File: config.mk
export PLATFORM = sky130hd
export DESIGN_NAME = bist_sequencer_flat
export DESIGN_NICKNAME = d
export VERILOG_FILES = /design/src/rtl/bist_pkg.sv /design/src/rtl/bist_sequencer_if.sv /design/src/rtl/bist_pattern_counter.sv /design/src/rtl/bist_sequencer.sv /design/src/flat_wrapper.sv
export SDC_FILE = /design/constraint.sdc
export NUM_CORES = 1
export LEC_CHECK = 0
export BUFFER_PORTS_ARGS = -buffer_cell sky130_fd_sc_hd__buf_2
export CORE_MARGIN = 5
export CORE_UTILIZATION = 38
export CTS_CLUSTER_SIZE = 40
export DETAILED_ROUTE_END_ITERATION = 12
export PLACE_DENSITY = 0.64
export SYNTH_ARGS = -nofsm -noshare
export SYNTH_HDL_FRONTEND = slang
export SYNTH_HIERARCHICAL = 1
export SYNTH_SLANG_ARGS = --single-unit
export TNS_END_PERCENT = 10
File: constraint.sdc
create_clock -name CLK -period 2.56 [get_ports CLK]
set_input_delay 0.512 -clock CLK [delete_from_list [all_inputs] [get_ports CLK]]
set_output_delay 0.512 -clock CLK [all_outputs]
set_load 0.01 [all_outputs]
File: src/rtl/bist_pkg.sv
// Shared types and constants for the BIST sequencer slice: FSM state encoding,
// default geometry and the counter-width helper.
package bist_pkg;

  typedef enum logic [2:0] {
    IDLE,
    INIT,
    RUN,
    COMPARE,
    DONE
  } bist_state_t;

  localparam int DEF_N = 9;
  localparam int DEF_M = 9;
  localparam int DEF_W = 16;

  // Bits needed to count 0..val-1, never less than one bit.
  function automatic int cnt_width(input int val);
    return (val <= 1) ? 1 : $clog2(val);
  endfunction

endpackage

File: src/rtl/bist_sequencer_if.sv
// Test-interface and datapath-control bundle between the chip test port,
// the BIST sequencer and the LFSR/scan/MISR datapath.
interface bist_sequencer_if import bist_pkg::*; #(
  parameter int W = DEF_W
);

  logic         START;
  logic         ABORT;
  logic [W-1:0] SIG;
  logic         LFSR_LOAD;
  logic         LFSR_EN;
  logic         SCAN_EN;
  logic         MISR_CLR;
  logic         MISR_EN;
  logic         RUNNING;
  logic         BIST_END;
  logic         PASS;
  logic         FAIL;

  modport master (
    input  START, ABORT, SIG,
    output LFSR_LOAD, LFSR_EN, SCAN_EN, MISR_CLR, MISR_EN,
    output RUNNING, BIST_END, PASS, FAIL
  );

  modport slave (
    output START, ABORT, SIG,
    input  LFSR_LOAD, LFSR_EN, SCAN_EN, MISR_CLR, MISR_EN,
    input  RUNNING, BIST_END, PASS, FAIL
  );

endinterface

File: src/rtl/bist_pattern_counter.sv
// Two-level counter: cnt_n walks 0..N within a pattern (N shifts plus one
// capture), cnt_m counts patterns 0..M-1.
module bist_pattern_counter import bist_pkg::*; #(
  parameter int N = DEF_N,
  parameter int M = DEF_M
) (
  input  logic                         CLK,
  input  logic                         RESET,
  input  logic                         clr,
  input  logic                         en,
  output logic [cnt_width(N+1)-1:0]    cnt_n,
  output logic [cnt_width(M)-1:0]      cnt_m,
  output logic                         capture,
  output logic                         last
);

  localparam int NW = cnt_width(N+1);
  localparam int MW = cnt_width(M);
  localparam logic [NW-1:0] N_LAST = NW'(N);
  localparam logic [MW-1:0] M_LAST = MW'(M - 1);

  assign capture = (cnt_n == N_LAST);
  assign last    = capture && (cnt_m == M_LAST);

  // Both counters fold back to zero on their terminal values, so they never wrap.
  always_ff @(posedge CLK or posedge RESET) begin
    if (RESET) begin
      cnt_n <= '0;
      cnt_m <= '0;
    end else if (clr) begin
      cnt_n <= '0;
      cnt_m <= '0;
    end else if (en) begin
      if (capture) begin
        cnt_n <= '0;
        cnt_m <= last ? '0 : cnt_m + 1'b1;
      end else begin
        cnt_n <= cnt_n + 1'b1;
      end
    end
  end

endmodule

File: src/rtl/bist_sequencer.sv
// BIST controller: on a START rising edge runs M patterns of N shifts plus a
// capture, then compares the MISR signature against GOLDEN.
module bist_sequencer import bist_pkg::*; #(
  parameter int          N      = DEF_N,
  parameter int          M      = DEF_M,
  parameter int          W      = DEF_W,
  parameter logic [W-1:0] GOLDEN = '0
) (
  input  logic              CLK,
  input  logic              RESET,
  bist_sequencer_if.master  bus
);

  localparam int NW = cnt_width(N+1);
  localparam int MW = cnt_width(M);

  bist_state_t   state;
  bist_state_t   state_nxt;
  logic          start_q;
  logic          start_rise;
  logic          pass_q;
  logic          fail_q;
  logic          cnt_clr;
  logic          cnt_en;
  logic [NW-1:0] cnt_n;
  logic [MW-1:0] cnt_m;
  logic          capture;
  logic          last;
  logic          unused_cnt;

  assign start_rise = bus.START & ~start_q;
  assign unused_cnt = ^{cnt_n, cnt_m};

  bist_pattern_counter #(.N(N), .M(M)) u_counter (
    .CLK     (CLK),
    .RESET   (RESET),
    .clr     (cnt_clr),
    .en      (cnt_en),
    .cnt_n   (cnt_n),
    .cnt_m   (cnt_m),
    .capture (capture),
    .last    (last)
  );

  // start_q resets high so a START already asserted at reset release is not an edge.
  always_ff @(posedge CLK or posedge RESET) begin
    if (RESET) begin
      start_q <= 1'b1;
      state   <= IDLE;
    end else begin
      start_q <= bus.START;
      state   <= state_nxt;
    end
  end

  always_comb begin
    state_nxt = state;
    cnt_clr   = 1'b1;
    cnt_en    = 1'b0;
    case (state)
      IDLE:    if (start_rise) state_nxt = INIT;
      INIT:    state_nxt = bus.ABORT ? IDLE : RUN;
      RUN: begin
        if (bus.ABORT) begin
          state_nxt = IDLE;
        end else begin
          cnt_clr = 1'b0;
          cnt_en  = 1'b1;
          if (last) state_nxt = COMPARE;
        end
      end
      COMPARE: state_nxt = DONE;
      DONE:    if (start_rise) state_nxt = INIT;
      default: state_nxt = IDLE;
    endcase
  end

  // The verdict survives a rerun's INIT cycle and is cleared on the way into RUN.
  always_ff @(posedge CLK or posedge RESET) begin
    if (RESET) begin
      pass_q <= 1'b0;
      fail_q <= 1'b0;
    end else if ((state == INIT) || ((state == RUN) && bus.ABORT)) begin
      pass_q <= 1'b0;
      fail_q <= 1'b0;
    end else if (state == COMPARE) begin
      pass_q <= (bus.SIG == GOLDEN);
      fail_q <= (bus.SIG != GOLDEN);
    end
  end

  always_comb begin
    bus.LFSR_LOAD = 1'b0;
    bus.LFSR_EN   = 1'b0;
    bus.SCAN_EN   = 1'b0;
    bus.MISR_CLR  = 1'b0;
    bus.MISR_EN   = 1'b0;
    bus.RUNNING   = 1'b0;
    bus.BIST_END  = 1'b0;
    case (state)
      INIT: begin
        bus.LFSR_LOAD = 1'b1;
        bus.MISR_CLR  = 1'b1;
        bus.RUNNING   = 1'b1;
      end
      RUN: begin
        bus.RUNNING = 1'b1;
        bus.SCAN_EN = ~capture;
        bus.LFSR_EN = ~capture;
        bus.MISR_EN = ~capture;
      end
      DONE:    bus.BIST_END = 1'b1;
      default: ;
    endcase
  end

  assign bus.PASS = pass_q;
  assign bus.FAIL = fail_q;

endmodule
File: src/flat_wrapper.sv
// flat-port wrapper written by rule: the top's interface ports become plain ports
module bist_sequencer_flat import bist_pkg::*;
#(
  parameter int          N      = DEF_N,
  parameter int          M      = DEF_M,
  parameter int          W      = DEF_W,
  parameter logic [W-1:0] GOLDEN = '0
)
  (CLK, RESET, bus_START, bus_ABORT, bus_SIG, bus_LFSR_LOAD, bus_LFSR_EN, bus_SCAN_EN, bus_MISR_CLR, bus_MISR_EN, bus_RUNNING, bus_BIST_END, bus_PASS, bus_FAIL);
  bist_sequencer_if #(.W(W)) bus_i ();
  input  logic CLK;
  input  logic RESET;
  input wire logic [$bits(bus_i.START)-1:0] bus_START;
  input wire logic [$bits(bus_i.ABORT)-1:0] bus_ABORT;
  input wire logic [$bits(bus_i.SIG)-1:0] bus_SIG;
  output wire logic [$bits(bus_i.LFSR_LOAD)-1:0] bus_LFSR_LOAD;
  output wire logic [$bits(bus_i.LFSR_EN)-1:0] bus_LFSR_EN;
  output wire logic [$bits(bus_i.SCAN_EN)-1:0] bus_SCAN_EN;
  output wire logic [$bits(bus_i.MISR_CLR)-1:0] bus_MISR_CLR;
  output wire logic [$bits(bus_i.MISR_EN)-1:0] bus_MISR_EN;
  output wire logic [$bits(bus_i.RUNNING)-1:0] bus_RUNNING;
  output wire logic [$bits(bus_i.BIST_END)-1:0] bus_BIST_END;
  output wire logic [$bits(bus_i.PASS)-1:0] bus_PASS;
  output wire logic [$bits(bus_i.FAIL)-1:0] bus_FAIL;
  assign bus_i.START = bus_START;
  assign bus_i.ABORT = bus_ABORT;
  assign bus_i.SIG = bus_SIG;
  assign bus_LFSR_LOAD = bus_i.LFSR_LOAD;
  assign bus_LFSR_EN = bus_i.LFSR_EN;
  assign bus_SCAN_EN = bus_i.SCAN_EN;
  assign bus_MISR_CLR = bus_i.MISR_CLR;
  assign bus_MISR_EN = bus_i.MISR_EN;
  assign bus_RUNNING = bus_i.RUNNING;
  assign bus_BIST_END = bus_i.BIST_END;
  assign bus_PASS = bus_i.PASS;
  assign bus_FAIL = bus_i.FAIL;
  bist_sequencer #(.N(N), .M(M), .W(W), .GOLDEN(GOLDEN)) u_core (.CLK(CLK), .RESET(RESET), .bus(bus_i));
endmodule
# Word level (Yosys, flattened, before mapping)
# Cells that the tools add are included.
# classes
addsub	2
n_eq_ne	8
n_mux	24
n_bitwise	3
reduce_logical	13
# ops
operator	count
$mux 4	7
$logic_not 16->1	1
$reduce_bool 16->1	1
$mux 1	12
$pmux 3 s4	1
$mux 3	3
$add 4x1->4 const B	2
$eq 4x4->1 const B	2
$eq 3x2->1 const B	2
$reduce_bool 2->1	3
$reduce_and 2->1	2
$reduce_or 2->1	2
$eq 3x1->1 const B	1
$eq 3x3->1 const B	1
$logic_not 3->1	1
$ne 3x3->1 const B	1
$logic_and 1x1->1	2
$mux 2	1
$ne 2x1->1 const B	1
$not 1->1	2
$and 1x1->1	1
$logic_or 1x1->1	1
# totals
reg_bits	14
in_bits	20
out_inout_bits	9
elab_cells	56

# Logic depth before layout (Yosys ltp)
# Gate-level depths: netlist of run 1.
# logic_depth
ltp_word	6
depth_mapped	7

# Hierarchy
# The synthesis of run 1 kept the hierarchy.
# by_module_without_submodules
mod	instances	cells_each	area_each_um2
bist_pattern_counter	1	55	501.7
bist_sequencer	1	37	336.6

# Worst setup path after synthesis of run 1
# No wires, ideal clock.
# synth_timing
path_kind	register to register
startpoint	register u_core.state[0]
endpoint	register u_core.u_counter.cnt_n[2]
setup_ns	0.074
arrival_ns	1.705
required_time_ns	2.486
path_slack_ns	0.782
path_stages_with_launch	7
period_less_slack_ns	1.778
cell_sequence	dfrtp_1 -> or3b_1 -> nor2_2 -> clkbuf_1 -> nand2_1 -> or3_1 -> a21oi_2
# synth_between
elab_chain_cells	3
word_cells_on_any_way	5
classes_between	1 x eq/ne; 3 x mux; 1 x reduce/logical
# synth_lines
element	line	source
start, declared	bist_sequencer.sv:17	bist_state_t state;
start signal, assigned	bist_sequencer.sv:52	state <= state_nxt;
$eq 3x2->1	bist_sequencer.sv:60	case (state)
$mux 1	bist_sequencer.sv:60	
via u_core.cnt_en	bist_sequencer.sv:24	logic cnt_en;
$reduce_bool 2->1 (no line)	--	
end signal, assigned	bist_pattern_counter.sv:38	cnt_n <= cnt_n + 1'b1;
end, declared	bist_pattern_counter.sv:11	output logic [cnt_width(N+1)-1:0] cnt_n,
# The timed path passes the listed nets, and every way through them passes these cells.
# A chain may end at the register's enable or synchronous reset.

# Worst setup path after layout of run 1
# layout_timing
startpoint	register u_core.u_counter.cnt_n[0]
endpoint	output port bus_SCAN_EN
# layout_between
elab_chain_cells	3
# layout_lines
element	line	source
$eq 4x4->1	bist_pattern_counter.sv:22	assign capture = (cnt_n == N_LAST);
via u_core.capture	bist_sequencer.sv:27	logic capture;
$not 1->1	bist_sequencer.sv:108	bus.SCAN_EN = ~capture;
$mux 1	bist_sequencer.sv:100	case (state)
end, declared	flat_wrapper.sv:18	output wire logic [$bits(bus_i.SCAN_EN)-1:0] bus_SCAN_EN;
# The timed path passes the listed nets, and every way through them passes these cells.

==> flow_summary_export.csv, run 1 <==
group,metric,value,unit
run_status,outcome,"completed",
synthesis,synth_top_family_by_area,"simple AND/OR/NAND/NOR gates",
power,power_density,463,nW/µm²
critical_path,startpoint_type,"flop",
timing,fmaxAchievable,0.489,GHz
power,leakage,0.488,nW
place,placed_cell_area,983,µm²
synthesis,synth_compound_area_share,16.3,%
global_route,overflow,0,
cts,clockRootBuffer,"clkbuf_4",
synthesis,yosys-mux-area-fraction,0,%
synthesis,synth-seq-area-share,41.9,%
critical_path,path_cells,"ha_1 > nand3b_2 > inv_2 > nor2_1 > buf_2",
timing,finClkSkew,2.60,ps
layout,drive_above_1_share,32.8,%
timing,slew_headroom,77.2,%
timing,rsz0062_at_grt,"false",
critical_path,worstSetupStartpoint,"u_core/u_counter/cnt_n[0]$_DFFE_PP0P_",
cts,htreeDepth,1,
synthesis,syn_area,838,µm²
routing,dr_total_vias,752,
floorplan,die_width,57.0,µm
timing,hold_viol_final,0,
place,io_buffers,28,
timing,finalSetupViolCount,0,
cts,cts_hold_buf,0,
layout,nNetsFinal,144,
synthesis,syn_area_per_cell,9.11,µm²
global_route,grt_util_all_layers,13.3,%
cts,cts.sinks,14,
place,dp_hpwl,1570,µm
synthesis,synth_cell_type_count,39,
routing,vias_per_cell,5.12,
layout,fillCellCount,218,
power,switching_share,26.0,%
synthesis,synth_fa_ha_area_share,5.97,%
routing,first_pass_iters,4,
critical_path,rrSetupSlack,750,ps
global_route,grt_max_degree,10,
synthesis,synth_simple_gate_area_share,25.8,%
power,seqPwrFrac,50.4,%
power,switchingPower,123,µW
critical_path,reg2reg_from,"u_core/state[2]$_DFFE_PP0P_",
critical_path,crit_buf_inv,2,
critical_path,r2r_cells,5,
critical_path,r2r_end,"u_core/u_counter/cnt_m[3]$_DFFE_PP0P_",
routing,drtIter0Drc,20,
power,p_clk_share,34.0,%
critical_path,cpLargestDelayFamily,"flip-flops",
timing,tightestPinTransition,342,ps
routing,antenna_left,0,
hold_path,holdCritPathClass,"input pin to asynchronous set/reset pin",
layout,syn2layout_area_growth,21.6,%
power,p_int,349,µW
timing,min_period,2040,ps
critical_path,slowest_stage,"dfrtp_1",
synthesis,synth-xor-area-share,1.04,%
synthesis,syn_nets,116,
place,place.gp.congestion,0.757,
synthesis,synth-seq-cells,14,
layout,stdcell_area,1020,µm²
floorplan,dieArea,3250,µm²
timing,finalCritPeriodShare,79.8,%
synthesis,synth_top_area_share,38.8,%
global_route,grt_pass1_wl,3360,µm
floorplan,initial_core_util,39.0,%
cts,post_cts_resized,0,
flow_run,drv_cap,0,
timing,slew_violations,0,
critical_path,worstPathMaxFanout,6,
cts,clockBufferDepth,2,
routing,finalWirelength,1890,µm
floorplan,fp.dieH,57.0,µm
cts,cts_made_buffers,3,
floorplan,io_pins,29,
power,comb_power_share,15.6,%
critical_path,cp_data_required_time,2050,ps
critical_path,worstSetupEndpointType,"output pin",
synthesis,yosys_warnings,6,
floorplan,core_area,2150,µm²
cts,clk_pin_slew,90,ps
global_route,antenna_found_initial,0,
cts,clk_latency,280,ps
timing,fin_tns_setup,0,ps
power,ir_drop,0.214,mV
global_route,grt_pass1_vias,769,
layout,diodes,0,
critical_path,worstPathArrival,1530,ps
synthesis,synth_top_area_cell,"dfrtp_1",
floorplan,fp-row-count,17,
synthesis,synth_area_leaders,"dfrtp_1, ha_1, inv_1, buf_4, nand2_1",
routing,wl_per_cell,12.9,µm
cts,cts_setup_buffers,0,
critical_path,crit_type,"flop to output pin",
synthesis,synth_cells,92,
cts,cts_tree,"built",
routing,drc_errors,0,
critical_path,cpPeakStageDelay,440,ps
-- cells by family (layout without fill, tap and decap cells) --
family | Yosys count | after routing
AND/OR/NAND/NOR | 37 | 37
buffers and inverters | 16 | 43
flip-flops | 14 | 14
adder cells (fa/ha/maj) | 4 | 4
XOR/XNOR | 1 | 1
AO/OA/AOI/OAI | 20 | 20
-- per-stage QoR --
step                hold WS (ps)  setup WS (ps)  utilization, %  std cells  power (mW)
floorplan                    302            782               -         92       0.288
global placement             441            798            45.8        143       0.314
finish                       143            517            47.5        147       0.472
detailed placement           446            767            45.8        143       0.317
global route                 136            332            47.5        147       0.503
CTS                          140            483            47.5        147       0.479
-- cell usage after synthesis --
cell and instances:
xnor2_1 1, or3b_1 1, nand2b_1 1, buf_1 1, clkbuf_1 1, and4b_1 1
nor4_1 4, o32ai_1 1, nand4_1 2, nor2b_1 2, inv_2 1, a311oi_1 1
dfstp_2 1, nand4b_1 1, nor2_2 1, o21a_1 1, a2bb2oi_1 1, a41oi_1 1
a41o_1 1, nand3_1 1, a21oi_1 5, a22o_1 2, or3_1 1, inv_1 9
ha_1 4, nand3b_1 2, nand3b_2 1, nor2_1 7, o21ai_0 4, a21oi_2 1
nor3_1 1, nand2_1 8, nor3b_1 1, and4b_2 1, o21ai_1 1, buf_4 4
and4_1 1, dfrtp_1 13, a21boi_0 1
-- how the worst max path moves through the flow --
stage | to | slack, ps | cells past startpoint
3_5_place_dp | u_core/u_counter/cnt_m[3]$_DFFE_PP0P_ | 770 | 5
4_1_cts | bus_SCAN_EN | 480 | 5
2_1_floorplan | u_core/u_counter/cnt_n[2]$_DFFE_PP0P_ | 780 | 6
6_report | bus_SCAN_EN | 520 | 5
5_1_grt | bus_SCAN_EN | 330 | 5
3_3_place_gp | u_core/u_counter/cnt_m[3]$_DFFE_PP0P_ | 800 | 5
-- per-layer routing --
metal  global-route usage (%)  up-vias  wire length [µm]
met5                        0        -                 0
met4                     4.97        0                23
met3                     4.07        2                98
met2                     22.8       17               900
met1                     15.5      355               871
li1                         -      378                 -
-- power groups by stage --
| stage | clock network [mW] | logic, mW | registers, mW |
|---|---|---|---|
| after floorplan | 0 | 0.0485 | 0.239 |
| after global placement | 0 | 0.0733 | 0.241 |
| after detailed placement | 0 | 0.0746 | 0.242 |
| after CTS | 0.166 | 0.0749 | 0.238 |
| after global routing | 0.181 | 0.0827 | 0.239 |
| final | 0.161 | 0.0737 | 0.238 |
-- cells in the final DEF, fill, tap and decap left out, types with 2 or more instances in the layout --
cell	instances
nor2b_1	2
nand3b_1	2
buf_2	28
dfrtp_1	13
clkbuf_4	3
inv_1	9
nand4_1	2
a21oi_1	5
a22o_1	2
nor4_1	4
o21ai_0	4
nor2_1	7
ha_1	4
nand2_1	8
-- final cells by class --
class / count / area (µm²) / share of cell area, %
Clock buffer: 4 / 36.3 / 3.56
Inverter: 10 / 37.5 / 3.68
Multi-Input combinational cell: 62 / 412 / 40.4
Sequential cell: 14 / 352 / 34.5
Tap cell: 28 / 35.0 / 3.44
Timing Repair Buffer: 29 / 148 / 14.5
-- sequential cells by signal (all words and copies together) (netlist names) --
register and count:
u_core/u_counter/cnt_m 4, u_core/u_counter/cnt_n 4, u_core/state 3, u_core/bus.FAIL 1
u_core/bus.PASS 1, u_core/start_q 1
No activity file was read; power rests on OpenSTA's default activity.
==> run 2: changes to the inputs <==
==> constraint.sdc (replaced) <==
create_clock -name CLK -period 1.9 [get_ports CLK]
set_input_delay 0.38 -clock CLK [delete_from_list [all_inputs] [get_ports CLK]]
set_output_delay 0.38 -clock CLK [all_outputs]
set_load 0.01 [all_outputs]
==> flow_summary_export.csv, run 2 (same netlist as run 1, synthesis figures left out) <==
group,metric,value,unit
layout,syn2layout_area_growth,26.3,%
layout,reg.largest.list,"u_core/u_counter/cnt_m (4), u_core/u_counter/cnt_n (4), u_core/state (3)",
cts,clockBufferDepth,2,
floorplan,fp-row-count,17,
timing,slew_headroom,75.8,%
layout,drive_above_1_share,35.5,%
cts,htreeDepth,1,
routing,antenna_left,0,
critical_path,rrSetupSlack,160,ps
critical_path,reg2reg_from,"u_core/state[0]$_DFFE_PP0P_",
cts,cts.sinks,14,
critical_path,cp_data_required_time,1520,ps
layout,fillCellCount,217,
critical_path,worstPathMaxFanout,5,
timing,hold_viol_final,0,
hold_path,holdCritPathClass,"input pin to asynchronous set/reset pin",
timing,min_period,1810,ps
floorplan,core_area,2150,µm²
run_status,outcome,"completed",
power,power,611,µW
critical_path,worstSetupEndpointType,"output pin",
layout,stdcell_area,1060,µm²
timing,fin_tns_setup,0,ps
critical_path,r2r_end,"u_core/u_counter/cnt_m[3]$_DFFE_PP0P_",
routing,dr_total_vias,814,
floorplan,initial_core_util,39.0,%
floorplan,fp.dieH,57.0,µm
timing,fmaxAchievable,0.552,GHz
global_route,grt_pass1_vias,761,
floorplan,io_pins,29,
critical_path,crit_type,"flop to output pin",
power,leakage,0.547,nW
timing,finalSetupViolCount,0,
global_route,grt_max_degree,13,
routing,finalWirelength,2010,µm
timing,hold_slack,8.95,ps
global_route,antenna_found_initial,0,
global_route,grt_pass1_wl,3160,µm
place,dp_hpwl,1570,µm
timing,finalCritPeriodShare,95.4,%
critical_path,worstPathArrival,1430,ps
global_route,overflow,0,
timing,slew_violations,0,
cts,cts_tree,"built",
layout,nNetsFinal,149,
routing,drtIter0Drc,30,
layout,diodes,0,
routing,wl_per_cell,13.2,µm
floorplan,die_width,57.0,µm
place,place.gp.congestion,0.761,
layout,layout.cells.most_common,"buf_2",
critical_path,startpoint_type,"flop",
power,ir_drop,0.486,mV
power,power_density,578,nW/µm²
critical_path,slowest_stage,"dfrtp_1",
cts,clk_pin_slew,90,ps
layout,final_util,49.3,%
routing,drc_errors,0,
place,placed_cell_area,1010,µm²
timing,finClkSkew,1.38,ps
critical_path,path_cells,"ha_1 > nand3b_4 > inv_2 > nor2_2 > buf_2",
global_route,grt_util_all_layers,12.4,%
cts,clockRootBuffer,"clkbuf_4",
routing,vias_per_cell,5.36,
critical_path,cpPeakStageDelay,410,ps
layout,most-common-layout-cells,"buf_2, dfrtp_1, inv_1",
critical_path,r2r_cells,5,
place,io_buffers,28,
timing,tightestPinTransition,362,ps
flow_run,drv_cap,0,
floorplan,dieArea,3250,µm²
cts,cts_made_buffers,3,
cts,clk_latency,280,ps
routing,first_pass_iters,4,
## run 2: cell count changes in the layout (fill, tap and decap cells not counted)
cell and change:
nand3b_4 +1, buf_4 +5, clkbuf_8 -1, nor2_1 -1, clkbuf_1 +1, nand3b_2 -1, nor2_2 +1
## run 2: worst max path at each step
| stage | startpoint | slack, ps | end |
|---|---|---|---|
| after floorplan | u_core/state[0]$_DFFE_PP0P_ | 120 | u_core/u_counter/cnt_n[2]$_DFFE_PP0P_ |
| after global placement | u_core/u_counter/cnt_n[0]$_DFFE_PP0P_ | 300 | bus_LFSR_EN |
| after detailed placement | u_core/state[0]$_DFFE_PP0P_ | 240 | u_core/u_counter/cnt_m[3]$_DFFE_PP0P_ |
| after CTS | u_core/u_counter/cnt_n[0]$_DFFE_PP0P_ | 20 | bus_SCAN_EN |
| after global routing | u_core/u_counter/cnt_n[0]$_DFFE_PP0P_ | -4 | bus_SCAN_EN |
| final | u_core/u_counter/cnt_n[0]$_DFFE_PP0P_ | 90 | bus_SCAN_EN |
## run 2: power by group
| group | leakage (nW) | switching [mW] | internal, mW |
|---|---|---|---|
| Clock | 0.0150 | 0.101 | 0.0815 |
| Combinational | 0.341 | 0.0626 | 0.0532 |
| Sequential | 0.190 | 0.00501 | 0.308 |
| Total | 0.547 | 0.168 | 0.443 |
## run 2: cell type report
class                   instances  area, µm²  area share, %
multi-input cells              62        423           40.0
clock buffers                   4       26.3           2.48
inverters                      10       37.5           3.55
well taps                      28       35.0           3.31
flip-flops and latches         14        352           33.2
repair buffers                 34        185           17.5
## run 2: what timing repair did
| action | CTS | global route |
|---|---|---|
| resized for setup | 0 | 2 |
| endpoints found under the hold margin | 0 | 0 |
| setup buffers | 2 | 0 |
| endpoints found under the setup margin | 3 | 3 |
| pin swaps | 0 | 0 |
| hold buffers | 0 | 0 |
## run 2: stage by stage
stage	setup WS, ps	instances
global route	-3.95	152
finish	88.3	152
detailed placement	244	146
global placement	305	146
floorplan	122	92
CTS	18.6	152
## run 2: per-layer routing
metal | part of all wire, % | wire length [µm] | global-route usage (%)
met4 | 0.70 | 14 | 3.97
met5 | 0 | 0 | 0
met3 | 7.1 | 143 | 5.43
met2 | 49 | 993 | 21.2
met1 | 43 | 858 | 14.0
## run 2: critical path: cells and delay by family, from the launching register on
kind	cells	cell delay, ps
adder cells (fa/ha/maj)	1	280
buffers and inverters	2	200
flip-flops	1	410
AND/OR/NAND/NOR	2	250
